### src/rtl/ex_pipe_ctrl.sv
// Execute-stage sequencing controller: jump redirect, load-use interlock,
// multi-cycle op start/done/timeout handshake and external bus stalls.
module ex_pipe_ctrl #(
  parameter int unsigned MC_TIMEOUT = 64,
  parameter int unsigned CNT_W      = 7
) (
  input  logic        clk,
  input  logic        rst_n,
  input  logic        ex_jump,
  input  logic [31:0] ex_jump_addr,
  input  logic        ex_rmem,
  input  logic [4:0]  ex_rd,
  input  logic        ex_mc_op,
  input  logic [4:0]  id_rs1,
  input  logic [4:0]  id_rs2,
  input  logic        id_rs1_use,
  input  logic        id_rs2_use,
  input  logic        mc_done,
  input  logic        ext_stall,
  output logic        mc_start,
  output logic        mc_abort,
  output logic        mc_result_sel,
  output logic        stall_if,
  output logic        stall_id,
  output logic        stall_ex,
  output logic        flush_id,
  output logic        flush_ex,
  output logic        redirect,
  output logic [31:0] redirect_addr,
  output logic        mc_err
);

  typedef enum logic {
    RUN     = 1'b0,
    MC_WAIT = 1'b1
  } state_e;

  localparam logic [CNT_W-1:0] CNT_LAST = CNT_W'(MC_TIMEOUT - 1);
  localparam logic [CNT_W-1:0] CNT_SAT  = {CNT_W{1'b1}};

  state_e           state_q, state_d;
  logic [CNT_W-1:0] cnt_q, cnt_d;
  logic             err_q, err_d;
  logic             load_use_c;

  always_ff @(posedge clk or negedge rst_n) begin
    if (!rst_n) begin
      state_q <= RUN;
      cnt_q   <= '0;
      err_q   <= 1'b0;
    end else begin
      state_q <= state_d;
      cnt_q   <= cnt_d;
      err_q   <= err_d;
    end
  end

  // Register 0 is hard-wired, so a load into it never creates a hazard.
  assign load_use_c = ex_rmem && (ex_rd != 5'd0) &&
                      ((id_rs1_use && (id_rs1 == ex_rd)) ||
                       (id_rs2_use && (id_rs2 == ex_rd)));

  always_comb begin
    state_d       = state_q;
    cnt_d         = cnt_q;
    err_d         = err_q;
    mc_start      = 1'b0;
    mc_abort      = 1'b0;
    mc_result_sel = 1'b0;
    stall_if      = 1'b0;
    stall_id      = 1'b0;
    stall_ex      = 1'b0;
    flush_id      = 1'b0;
    flush_ex      = 1'b0;
    redirect      = 1'b0;
    redirect_addr = 32'd0;
    // Outputs are same-cycle decodes, so they are gated off while in reset.
    if (rst_n) begin
      if (ext_stall) begin
        stall_if = 1'b1;
        stall_id = 1'b1;
        stall_ex = 1'b1;
      end else begin
        case (state_q)
          RUN: begin
            if (ex_mc_op) begin
              mc_start = 1'b1;
              stall_if = 1'b1;
              stall_id = 1'b1;
              stall_ex = 1'b1;
              state_d  = MC_WAIT;
              cnt_d    = '0;
            end else if (ex_jump) begin
              redirect      = 1'b1;
              redirect_addr = ex_jump_addr;
              flush_id      = 1'b1;
            end else if (load_use_c) begin
              stall_if = 1'b1;
              stall_id = 1'b1;
              flush_id = 1'b1;
            end
          end
          MC_WAIT: begin
            if (mc_done) begin
              mc_result_sel = 1'b1;
              state_d       = RUN;
            end else if (cnt_q == CNT_LAST) begin
              mc_abort = 1'b1;
              flush_ex = 1'b1;
              err_d    = 1'b1;
              state_d  = RUN;
            end else begin
              stall_if = 1'b1;
              stall_id = 1'b1;
              stall_ex = 1'b1;
              if (cnt_q != CNT_SAT) cnt_d = cnt_q + CNT_W'(1);
            end
          end
          default: state_d = RUN;
        endcase
      end
    end
  end

  assign mc_err = err_q;

endmodule

### config.mk
export PLATFORM = sky130hd
export DESIGN_NAME = ex_pipe_ctrl
export DESIGN_NICKNAME = d
export VERILOG_FILES = /design/src/rtl/ex_pipe_ctrl.sv
export SDC_FILE = /design/constraint.sdc
export NUM_CORES = 1
export LEC_CHECK = 0
export BUFFER_PORTS_ARGS = -buffer_cell sky130_fd_sc_hd__buf_2
export CORE_UTILIZATION = 37
export DETAILED_ROUTE_END_ITERATION = 8
export PLACE_DENSITY = 0.81
export SYNTH_ARGS = -nofsm -noshare
export SYNTH_HDL_FRONTEND = slang
export SYNTH_SLANG_ARGS = --single-unit
### constraint.sdc
create_clock -name clk -period 2.6 [get_ports clk]
set_input_delay 0.13 -clock clk [delete_from_list [all_inputs] [get_ports clk]]
set_output_delay 0.13 -clock clk [all_outputs]
set_load 0.05 [all_outputs]
## Yosys cells after proc, flatten, opt, wreduce, memory -nomap -nowiden

Cells that the tools add are included.
W data, S select, Z words.

| word-level totals | value |
|---|---|
| bits in registers | 9 |
| input bits | 56 |
| output and inout port bits | 42 |
| word-level logic and storage cells | 68 |

| cells by class | value |
|---|---|
| add/sub/neg operators | 1 |
| equal/unequal tests | 8 |
| mux-type cells | 44 |
| bitwise operators | 3 |
| reductions and logical operators | 9 |

Operators with widths:

| kind | number |
|---|---|
| $mux W32 | 5 |
| $mux W1 | 32 |
| $mux W7 | 4 |
| $pmux W7 S2 | 1 |
| $eq A5 B5 Y1 | 2 |
| $add A7 B1 Y7 const B | 1 |
| $eq A7 B6 Y1 const B | 1 |
| $ne A7 B7 Y1 const B | 1 |
| $ne A2 B2 Y1 const B | 3 |
| $reduce_and A6 Y1 | 1 |
| $reduce_and A5 Y1 | 1 |
| $reduce_bool A5 Y1 | 1 |
| $logic_and A1 B1 Y1 | 4 |
| $pmux W1 S2 | 2 |
| $not A1 Y1 | 3 |
| $ne A2 B1 Y1 const B | 1 |
| $reduce_and A2 Y1 | 1 |
| $logic_or A1 B1 Y1 | 1 |

## Logic depth before layout (Yosys ltp)

Gate-level depths: netlist (run 1).

| logic depth | value |
|---|---|
| word-level depth | 10 |
| depth in mapped cells | 7 |
| mapped depth without buffers | 5 |

## Worst setup path before layout (run 1)

OpenSTA, ideal clock, no wires.

| timing | value |
|---|---|
| path type | register -> output |
| from | register cnt_q[0] |
| to | output stall_if |
| data arrival time | 2.868 ns |
| required time | 2.470 ns |
| slack | -0.398 ns |
| cell stages (with the launch flop) | 7 |
| path buffers | 1 |
| cells stage by stage | dfrtp_1 -> ha_1 -> and4_1 -> a31o_2 -> a31oi_1 -> o21bai_1 -> buf_4 |

| on the way | value |
|---|---|
| longest elaborated chain between the ends | 6 |

Ends and longest elaborated chain:

| element | line | text |
|---|---|---|
| from (decl) | 42 | `logic [CNT_W-1:0] cnt_q, cnt_d;` |
| from (signal assigned) | 53 | `cnt_q <= cnt_d;` |
| $eq A7 B6 Y1 | 107 | `end else if (cnt_q == CNT_LAST) begin` |
| $mux W1 (2 in a row) | -- |  |
| $pmux W1 S2 | -- |  |
| $mux W1 (2 in a row) | -- |  |
| to (decl) | 23 | `output logic stall_if,` |

No other way between the ends.

## Final worst setup path (run 1)

| timing | value |
|---|---|
| from | input rst_n |
| to | output flush_id |

| on the way | value |
|---|---|
| longest elaborated chain between the ends | 1 |

Ends and longest elaborated chain:

| element | line | text |
|---|---|---|
| from (decl) | 8 | `input logic rst_n,` |
| $mux W1 | 78 | `if (rst_n) begin` |
| to (decl) | 26 | `output logic flush_id,` |

No other way between the ends.

==> flow_metrics.env, run 1 <==
export IMPL_antenna_left=0
export IMPL_routed_wirelength_um=2870
export IMPL_route_detailed_drc=0
export IMPL_post_drt_via_cell_ratio=4.79
export IMPL_cts_reportedPaths_clkPinSlew_ns=0.06
export IMPL_yosys_warnings=0
export IMPL_layout_min_cycle_time_ns=2.23
export IMPL_timing_final_crit_share_pct=85.6
export IMPL_grt_total_usage_pct=20.5
export IMPL_tritoncts="yes"
export IMPL_timing_final_max_slew_violations=0
export IMPL_yosys_cell_types_count=35
export IMPL_cts_max_path_bufs=2
export IMPL_synth_net_count=175
export IMPL_clockRootBuffer="sky130_fd_sc_hd__clkbuf_4"
export IMPL_vdd_drop_max_v=0.000447
export IMPL_synthesis_area_per_instance_um2=7.77
export IMPL_timing_critical_path_to_type="output port"
export IMPL_synth_edf_count=0
export IMPL_drt_iter0_drc=12
export IMPL_count_of_vias_placed_by_the_detailed_router=1158
export IMPL_numPortBuffers=97
export IMPL_ff2ff_setup_slack_ns=0.95
export IMPL_outcome="finished, final reports clean"
export IMPL_critPathMaxFanout=34
export IMPL_drive_gt1_share_pct=50.0
export IMPL_design_core_area_um2=2280
export IMPL_leading_area_contributor_after_synthesis="sky130_fd_sc_hd__dfrtp_1"
export IMPL_slowest_stage="sky130_fd_sc_hd__dlygate4sd3_1"
export IMPL_multiInputGateArea_um2=647
export IMPL_synth_top_area_share_pct=24.6
export IMPL_grt_most_used_layer="met2"
export IMPL_setup_total_negative_slack_ns=0
export IMPL_num_antenna_cells=0
export IMPL_worst_endpoint_required_ns=2.47
export IMPL_min_delay_path_depth=3
export IMPL_synth_seq_cells=9
export IMPL_synth_top_flop_cell="sky130_fd_sc_hd__dfrtp_1"
export IMPL_skew_ns=0.00468
export IMPL_use_met1_pct=26.3
export IMPL_maxCapViolCount=0
export IMPL_yosysMostFrequentCell="sky130_fd_sc_hd__and2_1"
export IMPL_numClockSinks=9
export IMPL_firstDrtPassIters=4
export IMPL_category_of_cells_accounting_for_the_largest_share_of_critical_path_delay="buffers and inverters"
export IMPL_finalHoldViolCount=0
export IMPL_post_cts_resized=0
export IMPL_timing_worst_setup_path_type="in -> out"
export IMPL_placed_area_um2=1420
export IMPL_tightestPinTransition_ns=0.421
export IMPL_largest_net_degree_at_the_start_of_global_routing=35
export IMPL_post_synth_inst_count=118
export IMPL_cts_post_setup_buffers_inserted=0
export IMPL_crit_path_start_kind="input pin"
export IMPL_critical_path_depth=9
export IMPL_seq_area_frac_synth_pct=24.6
export IMPL_post_place_ws_ns=0.716
export IMPL_design_final_nets=272
export IMPL_effective_utilization_at_floorplan_pct=40.3
export IMPL_rsz0062_at_grt="no"
export IMPL_global_route_wire_length_before_repair_um=4130
export IMPL_wire_per_inst_um=11.9
export IMPL_ios=98
export IMPL_synth_top_cells_by_area="sky130_fd_sc_hd__dfrtp_1 (25%), sky130_fd_sc_hd__and2_1 (22%), sky130_fd_sc_hd__xor2_1 (7.6%)"
export IMPL_htree_num_levels=1
export IMPL_crit_chain="dlygate4sd3_1, buf_2, nor2b_1, buf_4, and3_1, buf_4, inv_1, o31ai_1, buf_2"
export IMPL_synth_cells_most_frequent="sky130_fd_sc_hd__and2_1 (32), sky130_fd_sc_hd__nand2_1 (10), sky130_fd_sc_hd__dfrtp_1 (9)"
export IMPL_ys_async_sr_fraction_pct=100
export IMPL_row_count=17
export IMPL_layout_cell_area_non_filler_um2=1460
export IMPL_syn_cell_area_um2=917
export IMPL_grt_antenna_before_repair=0
export IMPL_layout_setup_ws_ns=0.374
export IMPL_critical_path_arrival_ns=2.10
export IMPL_min_delay_path_class="in -> reg"
export IMPL_die_area_um2=2680
export IMPL_global_route_usage_met2_pct=33.1
export IMPL_gr_ovfl_total=0
export IMPL_pwr_density_cell_nw_per_um2=386
export IMPL_syn2layout_area_growth_pct=58.7
export IMPL_seq_area_um2=225
export IMPL_setup_violations=0
export IMPL_die_h_um=51.8
export IMPL_met3_usage_pct=7.31
export IMPL_path_buf_inv=6
export IMPL_cts_buffers_inserted=3
export IMPL_fillCellCount=228
export IMPL_post_dp_hpwl_um=2340
export IMPL_grt_pass1_vias=912
export IMPL_static_leakage_power_uw=0.000851
export IMPL_rr_worst_depth=4
export IMPL_slew_limit_headroom_pct=72.0
export IMPL_clock_insertion_delay_worst_skew_ns=0.26
export IMPL_dieWidth_um=51.8
export IMPL_max_stage_delay_ns=0.53
export IMPL_timing_fmax_mhz=449
export IMPL_routabilityCongestion=0.812
[logic make-up after synthesis]
| group | count (synthesis) | share of synthesized area [%] |
|---|---|---|
| AOI/OAI and AO/OA | 21 | 15.3 |
| DFF | 9 | 24.6 |
| adders and majority gates | 1 | 1.36 |
| buffers and inverters | 11 | 6.00 |
| xor gates and xnor gates | 11 | 10.5 |
| and+or+nand+nor | 65 | 42.3 |
[tightest hold or removal path, cell delays in order]
cell and delay [ns]:
sky130_fd_sc_hd__buf_2 0.12, sky130_fd_sc_hd__a21oi_1 0.12, sky130_fd_sc_hd__a31oi_1 0.04
[area by class of cell]
| class | instances | area share, % |
|---|---|---|
| repair buffers | 100 | 35.1 |
| inverters | 3 | 0.774 |
| well taps | 28 | 2.41 |
| multi-input cells | 98 | 44.5 |
| clock buffers | 4 | 1.81 |
| flip-flops and latches | 9 | 15.5 |
[registers in the layout, summed over array words and instances, names as in the netlist]
register,flops
cnt_q,7
state_q,1
mc_err,1
[metal layers]
layer	part of all wire, %	vias to the layer above
met5	0	-
met4	0.45	0
met3	10	2
met2	47	52
met1	42	508
li1	-	596
[final timing paths]
path | start | endpoint
worst max-delay path | rst_n | flush_id
worst min-delay path | ex_mc_op | state_q$_DFFE_PN0P_
worst max register to register | state_q$_DFFE_PN0P_ | cnt_q[5]$_DFFE_PN0P_
worst min register to register | mc_err$_DFFE_PN0P_ | mc_err$_DFFE_PN0P_
max in group asynchronous | rst_n | cnt_q[3]$_DFFE_PN0P_
min in group asynchronous | rst_n | cnt_q[5]$_DFFE_PN0P_
[power breakdown]
part           switching [uW]  internal [uW]  leakage [uW]
Clock                    46.7           59.0     0.0000150
Combinational             138           98.9      0.000719
Sequential               45.4            174      0.000117
[metrics by stage]
step | hold WS [ns] | power [uW] | cells | util, %
final | 0.194 | 562 | 242 | 63.9
after global routing | 0.227 | 600 | 242 | 63.9
after CTS | 0.197 | 566 | 242 | 63.9
after detailed placement | 0.0214 | 456 | 237 | 62.3
after global placement | 0.0214 | 452 | 237 | 62.3
after floorplan | -0.166 | 373 | 118 | -
[what timing repair did]
action / CTS / global route
hold buffers: 1 / 0
setup endpoints to repair: 0 / 0
hold endpoints to repair: 9 / 0
[cell usage in the layout (no fill, tap or decap), types with 2 or more instances in the layout]
cell                       instances
sky130_fd_sc_hd__nor4_1            2
sky130_fd_sc_hd__or3_1             2
sky130_fd_sc_hd__nand2_1          10
sky130_fd_sc_hd__xnor2_1           3
sky130_fd_sc_hd__a21oi_1           5
sky130_fd_sc_hd__and2_1           32
sky130_fd_sc_hd__buf_4             2
sky130_fd_sc_hd__nor2_1            5
sky130_fd_sc_hd__clkbuf_4          3
sky130_fd_sc_hd__or4_1             2
sky130_fd_sc_hd__dfrtp_1           9
sky130_fd_sc_hd__o211ai_1          2
sky130_fd_sc_hd__inv_1             3
sky130_fd_sc_hd__buf_2            97
sky130_fd_sc_hd__xor2_1            8
sky130_fd_sc_hd__o31ai_1           3
sky130_fd_sc_hd__o21ai_0           4
sky130_fd_sc_hd__and3_1            2
sky130_fd_sc_hd__nand4b_1          2
No activity file was read; power rests on OpenSTA's default activity.
==> inputs of run 2 (changes only) <==
--- a/config.mk
+++ b/config.mk
@@ -5,10 +5,11 @@
 export SDC_FILE = /design/constraint.sdc
 export NUM_CORES = 1
 export LEC_CHECK = 0
+export ABC_AREA = 1
 export BUFFER_PORTS_ARGS = -buffer_cell sky130_fd_sc_hd__buf_2
-export CORE_UTILIZATION = 37
+export CORE_UTILIZATION = 41
 export DETAILED_ROUTE_END_ITERATION = 8
-export PLACE_DENSITY = 0.81
+export PLACE_DENSITY = 0.82
 export SYNTH_ARGS = -nofsm -noshare
 export SYNTH_HDL_FRONTEND = slang
 export SYNTH_SLANG_ARGS = --single-unit
==> flow_metrics.env, run 2 <==
export IMPL_post_drt_via_cell_ratio=4.31
export IMPL_final_common_cell="sky130_fd_sc_hd__buf_2"
export IMPL_largest_register_ffs=7
export IMPL_timing_final_max_slew_violations=0
export IMPL_timing_worst_setup_path_type="in -> out"
export IMPL_clockRootBuffer="sky130_fd_sc_hd__clkbuf_4"
export IMPL_skew_ns=0.00478
export IMPL_min_delay_path_class="in -> reg"
export IMPL_numClockSinks=9
export IMPL_layout_min_cycle_time_ns=2.19
export IMPL_comb_power_share_pct=44.6
export IMPL_syn2layout_area_growth_pct=44.5
export IMPL_clockPowerShare_pct=18.1
export IMPL_path_buf_inv=5
export IMPL_static_leakage_power_uw=0.00120
export IMPL_ys_async_sr_fraction_pct=100
export IMPL_firstDrtPassIters=5
export IMPL_placed_cells=325
export IMPL_multiInputGateArea_um2=616
export IMPL_tritoncts="yes"
export IMPL_route_detailed_drc=0
export IMPL_grt_antenna_before_repair=0
export IMPL_category_of_cells_accounting_for_the_largest_share_of_critical_path_delay="buffers and inverters"
export IMPL_die_h_um=54.3
export IMPL_yosysMostFrequentCell="sky130_fd_sc_hd__inv_1"
export IMPL_synthesis_area_per_instance_um2=5.50
export IMPL_global_route_wire_length_before_repair_um=4090
export IMPL_slew_limit_headroom_pct=72.3
export IMPL_setup_total_negative_slack_ns=0
export IMPL_htree_num_levels=1
export IMPL_synth_top_area_share_pct=20.1
export IMPL_post_route_util_pct=64.2
export IMPL_final_instance_count_excl_fill=330
export IMPL_outcome="finished, final reports clean"
export IMPL_synth_net_count=261
export IMPL_post_synth_inst_count=204
export IMPL_largest_net_degree_at_the_start_of_global_routing=35
export IMPL_leading_area_contributor_after_synthesis="sky130_fd_sc_hd__dfrtp_1"
export IMPL_seq_area_frac_synth_pct=20.1
export IMPL_grt_pass1_vias=1145
export IMPL_die_area_um2=2950
export IMPL_routabilityCongestion=0.838
export IMPL_dieWidth_um=54.3
export IMPL_slowest_stage="sky130_fd_sc_hd__dlygate4sd3_1"
export IMPL_design_final_nets=358
export IMPL_setup_violations=0
export IMPL_mostFrequentLayoutCells="sky130_fd_sc_hd__buf_2 (97), sky130_fd_sc_hd__inv_1 (55), sky130_fd_sc_hd__nand2_1 (48), sky130_fd_sc_hd__nor2_1 (45), sky130_fd_sc_hd__nand3_1 (10)"
export IMPL_max_stage_delay_ns=0.52
export IMPL_timing_critical_path_to_type="output port"
export IMPL_post_cts_resized=0
export IMPL_synth_edf_count=0
export IMPL_net_switching_power_uw=248
export IMPL_effective_utilization_at_floorplan_pct=44.4
export IMPL_tightestPinTransition_ns=0.415
export IMPL_intPower_uw=334
export IMPL_yosys_cell_types_count=24
export IMPL_routed_wirelength_um=2840
export IMPL_numPortBuffers=97
export IMPL_seq_area_um2=225
export IMPL_maxCapViolCount=0
export IMPL_critical_path_arrival_ns=2.06
export IMPL_crit_chain="dlygate4sd3_1, buf_2, inv_2, nor2_4, inv_2, nor3_4, nand2_4, nor2_1, buf_2"
export IMPL_finalHoldViolCount=0
export IMPL_cts_buffers_inserted=3
export IMPL_syn_cell_area_um2=1120
export IMPL_timing_fmax_mhz=456
export IMPL_clock_insertion_delay_worst_skew_ns=0.26
export IMPL_cts_reportedPaths_clkPinSlew_ns=0.06
export IMPL_ios=98
export IMPL_rsz0062_at_grt="no"
export IMPL_grt_total_usage_pct=18.8
export IMPL_drt_iter0_drc=7
export IMPL_yosys_warnings=0
export IMPL_max_flop_register="cnt_q"
export IMPL_swShare_pct=42.6
export IMPL_post_dp_hpwl_um=2370
export IMPL_synth_seq_cells=9
export IMPL_vdd_drop_max_v=0.000449
export IMPL_row_count=18
export IMPL_cts_max_path_bufs=2
export IMPL_num_antenna_cells=0
export IMPL_antenna_left=0
export IMPL_synth_cells_most_frequent="sky130_fd_sc_hd__inv_1 (55), sky130_fd_sc_hd__nand2_1 (48), sky130_fd_sc_hd__nor2_1 (45)"
export IMPL_pwr_density_cell_nw_per_um2=359
export IMPL_gr_ovfl_total=0
export IMPL_critPathMaxFanout=34
export IMPL_design_core_area_um2=2520
export IMPL_power_share_sequential_pct=37.3
export IMPL_worst_endpoint_required_ns=2.47
export IMPL_count_of_vias_placed_by_the_detailed_router=1423
export IMPL_fillCellCount=256
export IMPL_timing_final_crit_share_pct=84.4
export IMPL_drive_gt1_share_pct=39.0
export IMPL_synth_top_cells_by_area="sky130_fd_sc_hd__dfrtp_1 (20%), sky130_fd_sc_hd__inv_1 (18%), sky130_fd_sc_hd__nand2_1 (16%)"
export IMPL_wire_per_inst_um=8.61
export IMPL_synth_top_flop_cell="sky130_fd_sc_hd__dfrtp_1"
export IMPL_crit_path_start_kind="input pin"
==> run 2: layer usage <==
layer	GRT usage, %	part of all wire (%)	up-vias
met5	0	0	-
met4	4.70	0.99	0
met3	5.00	9.9	4
met2	38.2	51	63
met1	18.2	38	584
li1	-	-	772
==> run 2: cell families after synthesis <==
family                     share of synthesized area (%)
DFF                                                 20.1
buffers and inverters                               25.0
AOI/OAI and AO/OA                                   3.79
adders and majority gates                           1.12
xor gates and xnor gates                           0.781
and+or+nand+nor                                     49.2
==> run 2: power groups by stage <==
| stage | sequential (uW) | combinational (uW) | clock [uW] |
|---|---|---|---|
| after global routing | 222 | 293 | 120 |
| after CTS | 217 | 261 | 107 |
| after floorplan | 203 | 195 | 0 |
| final | 217 | 259 | 105 |
| after detailed placement | 219 | 258 | 0 |
| after global placement | 217 | 253 | 0 |
==> run 2: path summary, 6_finish.rpt <==
check,cells past startpoint,to,from,slack (ns)
min,2,cnt_q[6]$_DFFE_PN0P_,ex_mc_op,0.14
max reg2reg,7,cnt_q[5]$_DFFE_PN0P_,cnt_q[0]$_DFFE_PN0P_,1.13
max,9,redirect_addr[8],rst_n,0.41
min in group asynchronous,2,cnt_q[2]$_DFFE_PN0P_,rst_n,0.27
min reg2reg,1,mc_err$_DFFE_PN0P_,mc_err$_DFFE_PN0P_,0.48
max in group asynchronous,2,cnt_q[1]$_DFFE_PN0P_,rst_n,2.13
==> run 2: per-stage QoR <==
stage | hold WS, ns | instance area [um2] | total power (uW) | setup WS (ns)
final | 0.135 | 1620 | 581 | 0.405
after CTS | 0.125 | 1620 | 585 | 0.383
after floorplan | -0.166 | 1120 | 398 | 0.567
after detailed placement | 0.00565 | 1580 | 477 | 0.921
after global placement | 0.00429 | 1580 | 470 | 0.953
after global routing | 0.127 | 1620 | 634 | 0.236
==> run 2: repair_timing <==
item / in CTS / in global routing
buffers inserted: 0 / 0
setup endpoints to repair: 0 / 0
hold endpoints to repair: 9 / 0
hold buffers: 1 / 0
==> run 2: final cells by class <==
type	count	share of cell area, %
sequential	9	13.9
inverter	58	13.6
timing repair buffer	98	30.6
tap	30	2.32
clock buffer	4	1.62
multi-input combinational	131	38.0
